`config.mk`:
```
export PLATFORM = sky130hd
export DESIGN_NAME = systolic_ctrl
export DESIGN_NICKNAME = d
export VERILOG_FILES = /design/src/rtl/systolic_ctrl_pkg.sv /design/src/rtl/systolic_ctrl_skew.sv /design/src/rtl/systolic_ctrl.sv
export SDC_FILE = /design/constraint.sdc
export NUM_CORES = 1
export LEC_CHECK = 0
export CAP_MARGIN = 40
export CORE_ASPECT_RATIO = 1.5
export CORE_MARGIN = 3
export CORE_UTILIZATION = 50
export CTS_CLUSTER_DIAMETER = 50
export DETAILED_ROUTE_END_ITERATION = 6
export GPL_ROUTABILITY_DRIVEN = 0
export GPL_TIMING_DRIVEN = 0
export PLACE_DENSITY = 0.84
export SYNTH_ARGS = -nofsm -noshare
export SYNTH_HDL_FRONTEND = slang
export SYNTH_SLANG_ARGS = --single-unit
```
`constraint.sdc`:
```
create_clock -name clk -period 4.2 [get_ports clk]
set_input_delay 0.84 -clock clk [delete_from_list [all_inputs] [get_ports clk]]
set_output_delay 0.84 -clock clk [all_outputs]
set_load 0.1 [all_outputs]
```
`src/rtl/systolic_ctrl_pkg.sv`:
```
// ----------------------------------------------------------------------------
// systolic_ctrl_pkg
//   Shared definitions for the systolic array sequencing controller:
//   FSM state encoding, the E4M3 zero operand, and the FLUSH/DRAIN length
//   helper that both the controller and its users derive their timing from.
// ----------------------------------------------------------------------------
package systolic_ctrl_pkg;

    typedef enum logic [2:0] {
        ST_IDLE  = 3'd0,
        ST_FLUSH = 3'd1,
        ST_FEED  = 3'd2,
        ST_DRAIN = 3'd3,
        ST_DONE  = 3'd4
    } state_t;

    // E4M3 +0; a zero product leaves every accumulator untouched.
    localparam logic [7:0] E4M3_ZERO = 8'h00;

    // Cycles for a value entering PE(0,0) to reach and settle in PE(n-1,n-1):
    // 2n-2 cycles of skew/pass-through plus the PE datapath latency.
    function automatic int phase_len(input int n, input int pe_lat);
        return 2 * n - 2 + pe_lat;
    endfunction

endpackage

```
`src/rtl/systolic_ctrl_skew.sv`:
```
// ----------------------------------------------------------------------------
// skew_line
//   DEPTH-stage 8-bit register chain used to stagger one edge lane of the
//   systolic array. Lane i uses DEPTH = i+1 so that every lane is registered
//   and lane i trails lane 0 by exactly i cycles.
//
//   Ports:
//     clk  in   clock
//     rst  in   asynchronous active-high reset, clears every stage to 0
//     d    in   8-bit operand entering the chain
//     q    out  8-bit operand leaving the chain, DEPTH cycles later
// ----------------------------------------------------------------------------
module skew_line #(
    parameter int DEPTH = 1
) (
    input  logic       clk,
    input  logic       rst,
    input  logic [7:0] d,
    output logic [7:0] q
);

    logic [7:0] chain [DEPTH];

    always_ff @(posedge clk or posedge rst) begin
        if (rst) begin
            for (int k = 0; k < DEPTH; k++) begin
                chain[k] <= 8'h00;
            end
        end else begin
            chain[0] <= d;
            for (int k = 1; k < DEPTH; k++) begin
                chain[k] <= chain[k-1];
            end
        end
    end

    assign q = chain[DEPTH-1];

endmodule

```
`src/rtl/systolic_ctrl.sv`:
```
// ----------------------------------------------------------------------------
// systolic_ctrl
//   Sequencing controller for an N x N systolic array of E4M3 PEs. Runs one
//   job at a time: clears and flushes the array, streams K operand beats in
//   through skewed edge lanes, drains the array pipeline, then pulses done
//   once every PE's c_out holds its finished dot product.
//
//   state    | meaning
//   ---------+-------------------------------------------------------------
//   IDLE     | waiting for start; k_len captured on start
//   FLUSH    | arr_clear high, zeros pushed, F cycles to purge the array
//   FEED     | in_ready high, each handshake pushes one beat into the skew
//   DRAIN    | zeros pushed for D cycles until the last beat settles
//   DONE     | single-cycle done pulse, array left holding results
//
//   Ports:
//     clk        in   clock
//     rst        in   asynchronous active-high reset
//     start      in   launch a job (sampled in IDLE only)
//     k_len      in   number of beats in the job, captured with start
//     in_valid   in   operand beat valid
//     in_ready   out  operand beat accepted (FEED only)
//     a_vec      in   A operands, lane i -> array row i
//     b_vec      in   B operands, lane j -> array column j
//     arr_a      out  array left edge, lane i drives PE(i,0)
//     arr_b      out  array top edge, lane j drives PE(0,j)
//     arr_clear  out  accumulator clear to every PE
//     busy       out  a job is in progress
//     done       out  one-cycle pulse, all c_out valid
// ----------------------------------------------------------------------------
module systolic_ctrl
    import systolic_ctrl_pkg::*;
#(
    parameter int N      = 2,
    parameter int KW     = 5,
    parameter int PE_LAT = 4
) (
    input  logic           clk,
    input  logic           rst,
    input  logic           start,
    input  logic [KW-1:0]  k_len,
    input  logic           in_valid,
    output logic           in_ready,
    input  logic [8*N-1:0] a_vec,
    input  logic [8*N-1:0] b_vec,
    output logic [8*N-1:0] arr_a,
    output logic [8*N-1:0] arr_b,
    output logic           arr_clear,
    output logic           busy,
    output logic           done
);

    // FLUSH and DRAIN share the same length and the same phase counter.
    localparam int PH_CYC = phase_len(N, PE_LAT);
    localparam int PW     = $clog2(PH_CYC + 1);
    localparam logic [PW-1:0] PH_LAST = PW'(PH_CYC - 1);

    state_t        state;
    state_t        state_nxt;
    logic [KW-1:0] k_cap;
    logic [KW-1:0] beat_cnt;
    logic [PW-1:0] phase_cnt;

    logic          phase_tc;
    logic          phase_load;
    logic          fire;
    logic          last_beat;

    assign phase_tc  = (phase_cnt == '0);
    assign fire      = (state == ST_FEED) && in_valid;
    // Only reachable in FEED, where k_cap is at least 1.
    assign last_beat = fire && (beat_cnt == (k_cap - KW'(1)));

    // ------------------------------------------------------------------
    // Next-state logic
    // ------------------------------------------------------------------
    always_comb begin
        state_nxt = state;
        case (state)
            ST_IDLE: begin
                if (start) begin
                    state_nxt = ST_FLUSH;
                end
            end
            ST_FLUSH: begin
                if (phase_tc) begin
                    state_nxt = (k_cap == '0) ? ST_DRAIN : ST_FEED;
                end
            end
            ST_FEED: begin
                if (last_beat) begin
                    state_nxt = ST_DRAIN;
                end
            end
            ST_DRAIN: begin
                if (phase_tc) begin
                    state_nxt = ST_DONE;
                end
            end
            ST_DONE: begin
                state_nxt = ST_IDLE;
            end
            default: begin
                state_nxt = ST_IDLE;
            end
        endcase
    end

    always_ff @(posedge clk or posedge rst) begin
        if (rst) begin
            state <= ST_IDLE;
        end else begin
            state <= state_nxt;
        end
    end

    // ------------------------------------------------------------------
    // Job length capture and beat counter
    // ------------------------------------------------------------------
    always_ff @(posedge clk or posedge rst) begin
        if (rst) begin
            k_cap <= '0;
        end else if ((state == ST_IDLE) && start) begin
            k_cap <= k_len;
        end
    end

    always_ff @(posedge clk or posedge rst) begin
        if (rst) begin
            beat_cnt <= '0;
        end else if ((state == ST_IDLE) && start) begin
            beat_cnt <= '0;
        end else if (fire && (beat_cnt != k_cap)) begin
            beat_cnt <= beat_cnt + KW'(1);
        end
    end

    // ------------------------------------------------------------------
    // Phase down-counter: loaded on entry to FLUSH or DRAIN, terminal
    // count at zero marks the last cycle of the phase.
    // ------------------------------------------------------------------
    assign phase_load = (state_nxt != state) &&
                        ((state_nxt == ST_FLUSH) || (state_nxt == ST_DRAIN));

    always_ff @(posedge clk or posedge rst) begin
        if (rst) begin
            phase_cnt <= '0;
        end else if (phase_load) begin
            phase_cnt <= PH_LAST;
        end else if (((state == ST_FLUSH) || (state == ST_DRAIN)) && !phase_tc) begin
            phase_cnt <= phase_cnt - PW'(1);
        end
    end

    // ------------------------------------------------------------------
    // Edge lanes. Anything other than an accepted beat enters as +0, which
    // covers FLUSH, DRAIN, idle and bubble cycles in FEED alike.
    // ------------------------------------------------------------------
    for (genvar i = 0; i < N; i++) begin : g_lane
        logic [7:0] a_d;
        logic [7:0] b_d;

        assign a_d = fire ? a_vec[8*i +: 8] : E4M3_ZERO;
        assign b_d = fire ? b_vec[8*i +: 8] : E4M3_ZERO;

        skew_line #(.DEPTH(i + 1)) u_skew_a (
            .clk (clk),
            .rst (rst),
            .d   (a_d),
            .q   (arr_a[8*i +: 8])
        );

        skew_line #(.DEPTH(i + 1)) u_skew_b (
            .clk (clk),
            .rst (rst),
            .d   (b_d),
            .q   (arr_b[8*i +: 8])
        );
    end

    // ------------------------------------------------------------------
    // Status outputs decode straight from state so they drop with reset.
    // ------------------------------------------------------------------
    assign in_ready  = (state == ST_FEED);
    assign arr_clear = (state == ST_FLUSH);
    assign busy      = (state != ST_IDLE);
    assign done      = (state == ST_DONE);

endmodule

```
# ---- Word-level counts from Yosys, hierarchy flattened
# Cells that the tools add are included.
dict set report totals {
  register_bits 64
  inputBits 41
  out_inout_bits 36
  wordCells 51
}
dict set report op_classes {
  addsub 3
  n_eq_ne 9
  mux 14
  n_reduce_logical 15
}
# cell count
set ops {}
lappend ops {{$mux 8} 4}
lappend ops {{$mux 3} 6}
lappend ops {{$pmux 3 s4} 1}
lappend ops {{$mux 5} 2}
lappend ops {{$eq 3x2->1 const B} 3}
lappend ops {{$eq 3x1->1 const B} 2}
lappend ops {{$logic_and 1x1->1} 6}
lappend ops {{$logic_not 3->1} 2}
lappend ops {{$add 5x1->5 const B} 1}
lappend ops {{$eq 5x5->1} 1}
lappend ops {{$logic_not 5->1} 1}
lappend ops {{$ne 5x5->1} 1}
lappend ops {{$sub 5x1->5 const B} 1}
lappend ops {{$reduce_bool 2->1} 2}
lappend ops {{$eq 3x3->1 const B} 1}
lappend ops {{$ne 3x3->1} 1}
lappend ops {{$reduce_bool 3->1} 1}
lappend ops {{$sub 3x1->3 const B} 1}
lappend ops {{$logic_or 1x1->1} 2}
lappend ops {{$logic_not 1->1} 1}
lappend ops {{$mux 1} 1}

# ---- Depth between registers and ports, before layout
# Gate-level depths: netlist (run 1).
dict set report logic_depth {
  depth_word 9
  depth_mapped 6
  mapped_depth_nobuf 6
}

# ---- Hierarchy
# A second synthesis (run 1) with hierarchy kept.
dict set report hier_totals {
  cells_unflattened 216
  hier_area_um2 2656.3
}
# module instances cells_per_inst area_per_inst_um2 seq_area_each_um2
set by_module_without_submodules {}
lappend by_module_without_submodules {systolic_ctrl 1 148 1320.0 400.4}
lappend by_module_without_submodules {{skew_line (g_lane[1].u_skew_a ...)} 2 25 464.2 400.4}
lappend by_module_without_submodules {{skew_line (g_lane[0].u_skew_a ...)} 2 9 203.9 200.2}

# ---- Least setup slack after synthesis (run 1)
# OpenSTA, ideal clock, no wires.
dict set report synth_timing {
  path_kind {reg2out}
  start {register state[1]}
  end {output port done}
  arrival_time_ps 2698
  required_time_ps 3360
  path_slack_ps 662
  path_stages_with_launch 3
  path_buffers 1
  path_cell_list {dfrtp_1 buf_4 nor3b_1}
}
dict set report synth_between {
  elab_chain_cells 1
}
# item line_no
set synth_rtl {}
lappend synth_rtl {{start: declaration} systolic_ctrl.sv:58} ;# state_t state;
lappend synth_rtl {{start signal: assignment} systolic_ctrl.sv:113} ;# state <= state_nxt;
lappend synth_rtl {{$eq 3x3->1} systolic_ctrl.sv:187} ;# assign done = (state == ST_DONE);
lappend synth_rtl {{end: declaration} systolic_ctrl.sv:50} ;# output logic done
# Every way passes these cells.

# ---- Worst setup path after layout (run 1)
dict set report layout_timing {
  start {register state[1]}
  end {output port arr_clear}
}
dict set report layout_between {
  elab_chain_cells 1
}
# item line_no
set layout_rtl {}
lappend layout_rtl {{$eq 3x1->1} systolic_ctrl.sv:185} ;# assign arr_clear = (state == ST_FLUSH);
lappend layout_rtl {{end: declaration} systolic_ctrl.sv:48} ;# output logic arr_clear,
# Every way passes these cells.

==> insert_results.sql, run 1 <==
INSERT INTO impl_metrics (metric_group, metric, value, unit) VALUES
('timing', 'grt_setup_unrepaired', 'no', ''),
('synthesis', 'unique_masters_post_synth', '35', ''),
('synthesis', 'post_synth_and_or_nand_nor_area_fraction', '18.8', '%'),
('cells_and_area', 'multi_input_comb_area', '783', 'sq um'),
('global_routing', 'global_route_wire_length_before_repair', '10900', 'um'),
('critical_path', 'critical_path_arrival', '2.02', 'ns'),
('critical_path', 'cpPeakStageDelay', '0.53', 'ns'),
('cells_and_area', 'fillCellCount', '260', ''),
('cells_and_area', 'num-nets-final', '384', ''),
('critical_path', 'crit_path_cell_trace', 'buf_4, nor2_1, and2_1, clkdlybuf4s50_1, buf_8', ''),
('critical_path', 'worst-path-max-fanout', '8', ''),
('cells_and_area', 'n_antenna_cell', '0', ''),
('timing', 'maxSlewViolCount', '0', ''),
('synthesis', 'syn_inst', '214', ''),
('synthesis', 'post_synth_fa_ha_maj_area_fraction', '1.94', '%'),
('synthesis', 'postSynthAreaPerCell', '12.0', 'sq um'),
('die', 'dieWidth', '64.6', 'um'),
('clock_network', 'cts_tree', 'built', ''),
('die', 'core', '4890', 'sq um'),
('synthesis', 'yosys-top-cells-count', 'sky130_fd_sc_hd__dfrtp_1, sky130_fd_sc_hd__and2_1, sky130_fd_sc_hd__nand2_1, sky130_fd_sc_hd__buf_4, sky130_fd_sc_hd__xnor2_1', ''),
('placed_design', 'detailed_place.area', '4060', 'sq um'),
('route', 'routedWlPerCell', '16.3', 'um'),
('synthesis', 'synth_flop_cell', 'sky130_fd_sc_hd__dfrtp_1', ''),
('route', 'dr.first_iter.drc_count', '75', ''),
('synthesis', 'synth.top_cell.area_share', '62.2', '%'),
('outcome', 'outcome', 'completed', ''),
('critical_path', 'critical_path.top_delay_family', 'buffers and inverters', ''),
('placed_design', 'port_buffers', '76', ''),
('synthesis', 'combinational_family_with_the_most_area_after_synthesis', 'simple AND/OR/NAND/NOR gates', ''),
('route', 'dr.pass1.iters', '4', ''),
('synthesis', 'synth.most_common_cell', 'sky130_fd_sc_hd__dfrtp_1', ''),
('worst_hold_path', 'worstHoldPathType', 'flip-flop to flip-flop', ''),
('synthesis', 'yosys.area_share.xor_xnor', '3.69', '%'),
('timing', 'final_period_minus_worst_setup_slack', '2.86', 'ns'),
('placed_design', 'dpl.hpwl', '4910', 'um'),
('die', 'i_o_pin_total', '77', ''),
('timing', 'hold_viol_final', '0', ''),
('cells_and_area', 'layout.cell_area.non_filler', '4240', 'sq um'),
('clock_network', 'clock_pin_transition_on_the_worst_setup_and_hold_timing_paths', '0.07', 'ns'),
('route', 'remaining_drc_errors', '0', ''),
('critical_path', 'worst_path_max_delay_cell', 'sky130_fd_sc_hd__clkdlybuf4s50_1', ''),
('timing', 'clock_skew', '0.00883', 'ns'),
('die', 'die_height', '93.9', 'um'),
('synthesis', 'synth-warning-count', '0', ''),
('synthesis', 'synth-seq-area-share', '62.2', '%'),
('synthesis', 'asyncSetResetFlopFracSynth', '100', '%'),
('cells_and_area', 'fraction_of_layout_cells_with_a_size_suffix_above_1', '23.8', '%'),
('pwr', 'total_leakage_power', '2.00', 'nW'),
('global_routing', 'globalRouteTotalUtil', '25.2', '%'),
('clock_network', 'clk_root_buffer_cell', 'sky130_fd_sc_hd__clkbuf_8', ''),
('cells_and_area', 'final-seq-area', '1600', 'sq um'),
('pwr', 'vdd_ir_drop_max', '0.368', 'mV'),
('route', 'final_antenna_net_count', '0', ''),
('global_routing', 'total_congestion_overflow_after_global_routing', '0', ''),
('global_routing', 'grt_pass1_vias', '2204', ''),
('clock_network', 'cts_repair_resize_count', '0', ''),
('synthesis', 'postSynthRegisterBits', '64', ''),
('critical_path', 'critical_path_buf_inv_count', '3', ''),
('cells_and_area', 'synthToLayoutAreaGrowth', '64.9', '%'),
('synthesis', 'synth.largest_area_cell', 'sky130_fd_sc_hd__dfrtp_1', ''),
('global_routing', 'grt_start_max_net_pins', '25', ''),
('critical_path', 'worst_ep_required_time', '3.36', 'ns'),
('clock_network', 'clk-insertion-delay-late', '0.35', 'ns'),
('run', 'drv_cap', '0', ''),
('clock_network', 'postCtsSetupRepairBufs', '0', ''),
('timing', 'setup_tns', '0', 'ns'),
('timing', 'worstMarginPinSlew', '0.493', 'ns'),
('critical_path', 'crit_path_start_kind', 'flip-flop', ''),
('clock_network', 'cts_hold_repair.buffers', '0', ''),
('synthesis', 'count_of_flip_flops_with_a_built_in_enable_after_synthesis', '0', ''),
('route', 'detailroute.via_count', '2027', '');
final timing paths:
| path | slack [ns] | cells after the start | to | start |
|---|---|---|---|---|
| max in group asynchronous | 2.73 | 4 | g_lane[1].u_skew_a.chain[10]$_DFF_PP0_ | rst |
| worst max register to register | 2.30 | 6 | beat_cnt[4]$_DFFE_PP0P_ | state[0]$_DFF_PP0_ |
| min in group asynchronous | 0.82 | 2 | k_cap[2]$_DFFE_PP0P_ | rst |
| worst max-delay path | 1.34 | 5 | arr_clear | state[1]$_DFF_PP0_ |
| worst min register to register | 0.35 | 0 | g_lane[1].u_skew_b.q[6]$_DFF_PP0_ | g_lane[1].u_skew_b.chain[14]$_DFF_PP0_ |
| worst min-delay path | 0.35 | 0 | g_lane[1].u_skew_b.q[6]$_DFF_PP0_ | g_lane[1].u_skew_b.chain[14]$_DFF_PP0_ |
layout make-up:
cell class,count,share of cell area (%)
buffer,26,3.92
tap,66,1.95
inverter,6,0.531
sequential,64,37.7
multi-input combinational,118,18.5
clock buffer,9,2.92
clock inverter,7,1.36
timing repair buffer,114,33.1
cell usage in the layout (no fill, tap or decap), types with 2 or more instances in the layout:
cell type / n
sky130_fd_sc_hd__inv_1: 5
sky130_fd_sc_hd__and2_1: 33
sky130_fd_sc_hd__clkinvlp_4: 3
sky130_fd_sc_hd__buf_8: 32
sky130_fd_sc_hd__nor3_1: 2
sky130_fd_sc_hd__buf_16: 6
sky130_fd_sc_hd__buf_4: 17
sky130_fd_sc_hd__o21ai_1: 2
sky130_fd_sc_hd__o211ai_1: 3
sky130_fd_sc_hd__mux2i_1: 6
sky130_fd_sc_hd__or2_2: 2
sky130_fd_sc_hd__clkinv_4: 3
sky130_fd_sc_hd__dfrtp_1: 64
sky130_fd_sc_hd__xnor2_1: 7
sky130_fd_sc_hd__clkdlybuf4s50_1: 76
sky130_fd_sc_hd__xor2_1: 2
sky130_fd_sc_hd__a21oi_1: 3
sky130_fd_sc_hd__nand2_1: 19
sky130_fd_sc_hd__and3_1: 2
sky130_fd_sc_hd__nor3b_1: 2
sky130_fd_sc_hd__clkbuf_1: 5
sky130_fd_sc_hd__ha_1: 4
sky130_fd_sc_hd__nand4_1: 3
sky130_fd_sc_hd__nor2b_1: 4
sky130_fd_sc_hd__o21ai_0: 4
sky130_fd_sc_hd__nor4b_1: 3
sky130_fd_sc_hd__clkbuf_8: 9
sky130_fd_sc_hd__buf_2: 4
sky130_fd_sc_hd__nor2_1: 5
power by group:
group / internal (mW) / switching [mW] / total (mW)
Clock: 0.218 / 0.259 / 0.478
Combinational: 0.473 / 0.711 / 1.18
Sequential: 0.721 / 0.0642 / 0.785
cells by family after synthesis:
kind of cell / Yosys count
adders and majority gates: 4
muxes: 6
and+or+nand+nor: 83
buffers and inverters: 32
xor gates and xnor gates: 10
DFF: 64
AOI/OAI and AO/OA: 15
state kept, by name, indices dropped and copies added (netlist names):
signal and count:
phase_cnt 3, state 3, g_lane.u_skew_b.chain 8, k_cap 5, g_lane.u_skew_a.q 16, beat_cnt 5
g_lane.u_skew_b.q 16, g_lane.u_skew_a.chain 8
metal layers:
| metal | GRT usage (%) | up-vias | wire length [um] |
|---|---|---|---|
| met2 | 47.4 | 77 | 3930 |
| li1 | - | 931 | - |
| met3 | 7.66 | 20 | 300 |
| met4 | 13.4 | 0 | 274 |
| met1 | 23.7 | 999 | 2180 |
| met5 | 0 | - | 0 |
stage by stage:
step	instances	utilization, %	worst slack (ns)	power (mW)	hold WS, ns
after global routing	410	86.8	1.23	2.56	0.355
after floorplan	214	-	0.662	1.54	0.331
after CTS	410	86.8	1.33	2.46	0.352
final	410	86.8	1.34	2.45	0.349
after global placement	356	69.9	0.817	1.73	0.331
after detailed placement	394	83.1	1.69	1.96	0.337
Power figures use the tool's default switching activity.
==> run 2, diff against run 1 <==
--- a/config.mk
+++ b/config.mk
@@ -8,12 +8,12 @@
 export CAP_MARGIN = 40
 export CORE_ASPECT_RATIO = 1.5
 export CORE_MARGIN = 3
-export CORE_UTILIZATION = 50
+export CORE_UTILIZATION = 46
 export CTS_CLUSTER_DIAMETER = 50
 export DETAILED_ROUTE_END_ITERATION = 6
 export GPL_ROUTABILITY_DRIVEN = 0
 export GPL_TIMING_DRIVEN = 0
-export PLACE_DENSITY = 0.84
+export PLACE_DENSITY = 0.78
 export SYNTH_ARGS = -nofsm -noshare
 export SYNTH_HDL_FRONTEND = slang
 export SYNTH_SLANG_ARGS = --single-unit
==> constraint.sdc (replaced) <==
create_clock -name clk -period 2.8 [get_ports clk]
set_input_delay 0.56 -clock clk [delete_from_list [all_inputs] [get_ports clk]]
set_output_delay 0.56 -clock clk [all_outputs]
set_load 0.1 [all_outputs]
==> insert_results.sql, run 2 (synthesized netlist as in run 1, its figures left out) <==
INSERT INTO impl_metrics (metric_group, metric, value, unit) VALUES
('outcome', 'outcome', 'completed', ''),
('cells_and_area', 'final_core_utilization', '80.0', '%'),
('clock_network', 'cts_tree', 'built', ''),
('timing', 'worstMarginPinSlew', '0.517', 'ns'),
('placed_design', 'dpl.hpwl', '4320', 'um'),
('cells_and_area', 'synthToLayoutAreaGrowth', '64.3', '%'),
('cells_and_area', 'n_antenna_cell', '0', ''),
('timing', 'final_min_period_over_clock_period', '87.1', '%'),
('critical_path', 'cpPeakStageDelay', '0.52', 'ns'),
('clock_network', 'clock_pin_transition_on_the_worst_setup_and_hold_timing_paths', '0.07', 'ns'),
('global_routing', 'antenna_found_initial', '0', ''),
('critical_path', 'timing.reg2reg.setup_slack', '0.95', 'ns'),
('placed_design', 'port_buffers', '76', ''),
('timing', 'finalSetupViolations', '0', ''),
('clock_network', 'clock_tree.buffer_depth', '2', ''),
('timing', 'max-slew-margin-rel', '65.5', '%'),
('run', 'drv_cap', '0', ''),
('die', 'initial_cell_density_of_the_core', '48.7', '%'),
('pwr', 'power.internal', '2.22', 'mW'),
('pwr', 'total_leakage_power', '2.00', 'nW'),
('global_routing', 'grt_pass1_vias', '2065', ''),
('clock_network', 'htreeDepth', '3', ''),
('timing', 'clock_skew', '0.00606', 'ns'),
('pwr', 'power.switching_fraction', '39.3', '%'),
('timing', 'final_period_minus_worst_setup_slack', '2.44', 'ns'),
('die', 'num_rows', '32', ''),
('worst_hold_path', 'worstHoldPathType', 'flip-flop to flip-flop', ''),
('route', 'final_antenna_net_count', '0', ''),
('die', 'dieWidth', '67.1', 'um'),
('clock_network', 'cts.sinks', '64', ''),
('cells_and_area', 'fillCellCount', '334', ''),
('die', 'design.die.area', '6550', 'sq um'),
('timing', 'hold_slack', '0.349', 'ns'),
('clock_network', 'cts_hold_repair.buffers', '0', ''),
('critical_path', 'crit_path_start_kind', 'flip-flop', ''),
('route', 'route.detailed.vias_per_inst', '4.65', ''),
('pwr', 'seq_power_share', '32.1', '%'),
('route', 'dr.first_iter.drc_count', '90', ''),
('die', 'i_o_pin_total', '77', ''),
('critical_path', 'crit_path_cell_trace', 'buf_4, nor2_1, and2_1, clkdlybuf4s50_1, buf_8', ''),
('global_routing', 'grt_start_max_net_pins', '41', ''),
('critical_path', 'critical_path_buf_inv_count', '3', ''),
('global_routing', 'total_congestion_overflow_after_global_routing', '0', ''),
('timing', 'fmax', '0.410', 'GHz'),
('route', 'route.final.wire_length', '5560', 'um'),
('cells_and_area', 'most_frequent_cells_in_the_layout', 'sky130_fd_sc_hd__clkdlybuf4s50_1, sky130_fd_sc_hd__dfrtp_1, sky130_fd_sc_hd__and2_1', ''),
('timing', 'setup_tns', '0', 'ns'),
('global_routing', 'global_route_wire_length_before_repair', '9430', 'um'),
('clock_network', 'postCtsSetupRepairBufs', '0', ''),
('critical_path', 'critical_path_arrival', '1.88', 'ns'),
('timing', 'maxSlewViolCount', '0', ''),
('timing', 'grt_setup_unrepaired', 'no', ''),
('die', 'core', '5290', 'sq um'),
('route', 'detailroute.via_count', '1910', ''),
('pwr', 'clock_group_share_of_total_power', '20.9', '%'),
('pwr', 'power_density', '864', 'nW/um^2'),
('clock_network', 'cts_repair_resize_count', '0', ''),
('critical_path', 'crit_type', 'flip-flop to output pin', ''),
('route', 'dr.pass1.iters', '4', ''),
('global_routing', 'globalRouteTotalUtil', '19.5', '%'),
('critical_path', 'critical_path_end_type', 'output pin', ''),
('route', 'routedWlPerCell', '13.5', 'um'),
('pwr', 'vdd_ir_drop_max', '0.543', 'mV'),
('pwr', 'combinationalPowerShare', '47.0', '%'),
('die', 'die_height', '97.6', 'um'),
('cells_and_area', 'num-nets-final', '383', ''),
('critical_path', 'worst_path_max_delay_cell', 'sky130_fd_sc_hd__clkdlybuf4s50_1', ''),
('route', 'remaining_drc_errors', '0', ''),
('cells_and_area', 'fraction_of_layout_cells_with_a_size_suffix_above_1', '23.3', '%'),
('critical_path', 'critical_path.top_delay_family', 'buffers and inverters', ''),
('cells_and_area', 'layout_commonest_cell', 'sky130_fd_sc_hd__clkdlybuf4s50_1', ''),
('critical_path', 'worst_ep_required_time', '2.24', 'ns'),
('critical_path', 'worst-path-max-fanout', '8', ''),
('pwr', 'total_power', '3.65', 'mW'),
('clock_network', 'cts-buffers-inserted', '9', ''),
('clock_network', 'clk-insertion-delay-late', '0.33', 'ns'),
('pwr', 'netSwitchingPower', '1.44', 'mW'),
('timing', 'hold_viol_final', '0', ''),
('clock_network', 'clk_root_buffer_cell', 'sky130_fd_sc_hd__clkbuf_8', '');
run 2: area by class of cell:
class	instances	area, sq um	share of cell area, %
clock inverters	5	56.3	1.33
multi-input cells	118	783	18.5
inverters	6	22.5	0.533
repair buffers	113	1370	32.4
clock buffers	11	141	3.34
flip-flops and latches	64	1600	37.9
plain buffers	26	166	3.94
well taps	68	85.1	2.01
run 2: path summary, 6_finish.rpt:
kind / startpoint / depth (start not counted) / to
max: state[1]$_DFF_PP0_ / 5 / arr_clear
max reg2reg: k_cap[1]$_DFFE_PP0P_ / 5 / phase_cnt[1]$_DFFE_PP0P_
max in group asynchronous: rst / 3 / k_cap[0]$_DFFE_PP0P_
min in group asynchronous: rst / 2 / g_lane[0].u_skew_b.q[6]$_DFF_PP0_
min: g_lane[1].u_skew_a.chain[14]$_DFF_PP0_ / 0 / g_lane[1].u_skew_a.q[6]$_DFF_PP0_
min reg2reg: g_lane[1].u_skew_a.chain[14]$_DFF_PP0_ / 0 / g_lane[1].u_skew_a.q[6]$_DFF_PP0_
run 2: power groups by stage:
stage	sequential, mW	combinational [mW]	clock, mW
detailed placement	1.19	1.72	0
floorplan	1.35	0.961	0
global route	1.19	1.84	0.834
CTS	1.17	1.73	0.787
finish	1.17	1.72	0.764
global placement	1.18	1.42	0
run 2: through the flow:
| step | instances | cell area, sq um | worst slack [ns] |
|---|---|---|---|
| final | 411 | 4230 | 0.362 |
| after global routing | 411 | 4230 | 0.214 |
| after CTS | 411 | 4230 | 0.343 |
| after detailed placement | 395 | 4030 | 0.610 |
| after global placement | 358 | 3420 | -0.355 |
| after floorplan | 214 | 2570 | -0.458 |
run 2: per-layer routing:
metal	vias up	wire length [um]	track usage (%)
met4	0	135	8.91
met1	923	1930	19.5
met3	12	270	6.02
li1	923	-	-
met2	52	3230	35.2
met5	-	0	0
==> run 3, diff against run 2 <==
--- a/config.mk
+++ b/config.mk
@@ -13,6 +13,7 @@
 export DETAILED_ROUTE_END_ITERATION = 6
 export GPL_ROUTABILITY_DRIVEN = 0
 export GPL_TIMING_DRIVEN = 0
+export HOLD_SLACK_MARGIN = 0.08
 export PLACE_DENSITY = 0.78
 export SYNTH_ARGS = -nofsm -noshare
 export SYNTH_HDL_FRONTEND = slang
==> results of run 3 <==
Final layout, timing and power as in run 2 (identical DEF).
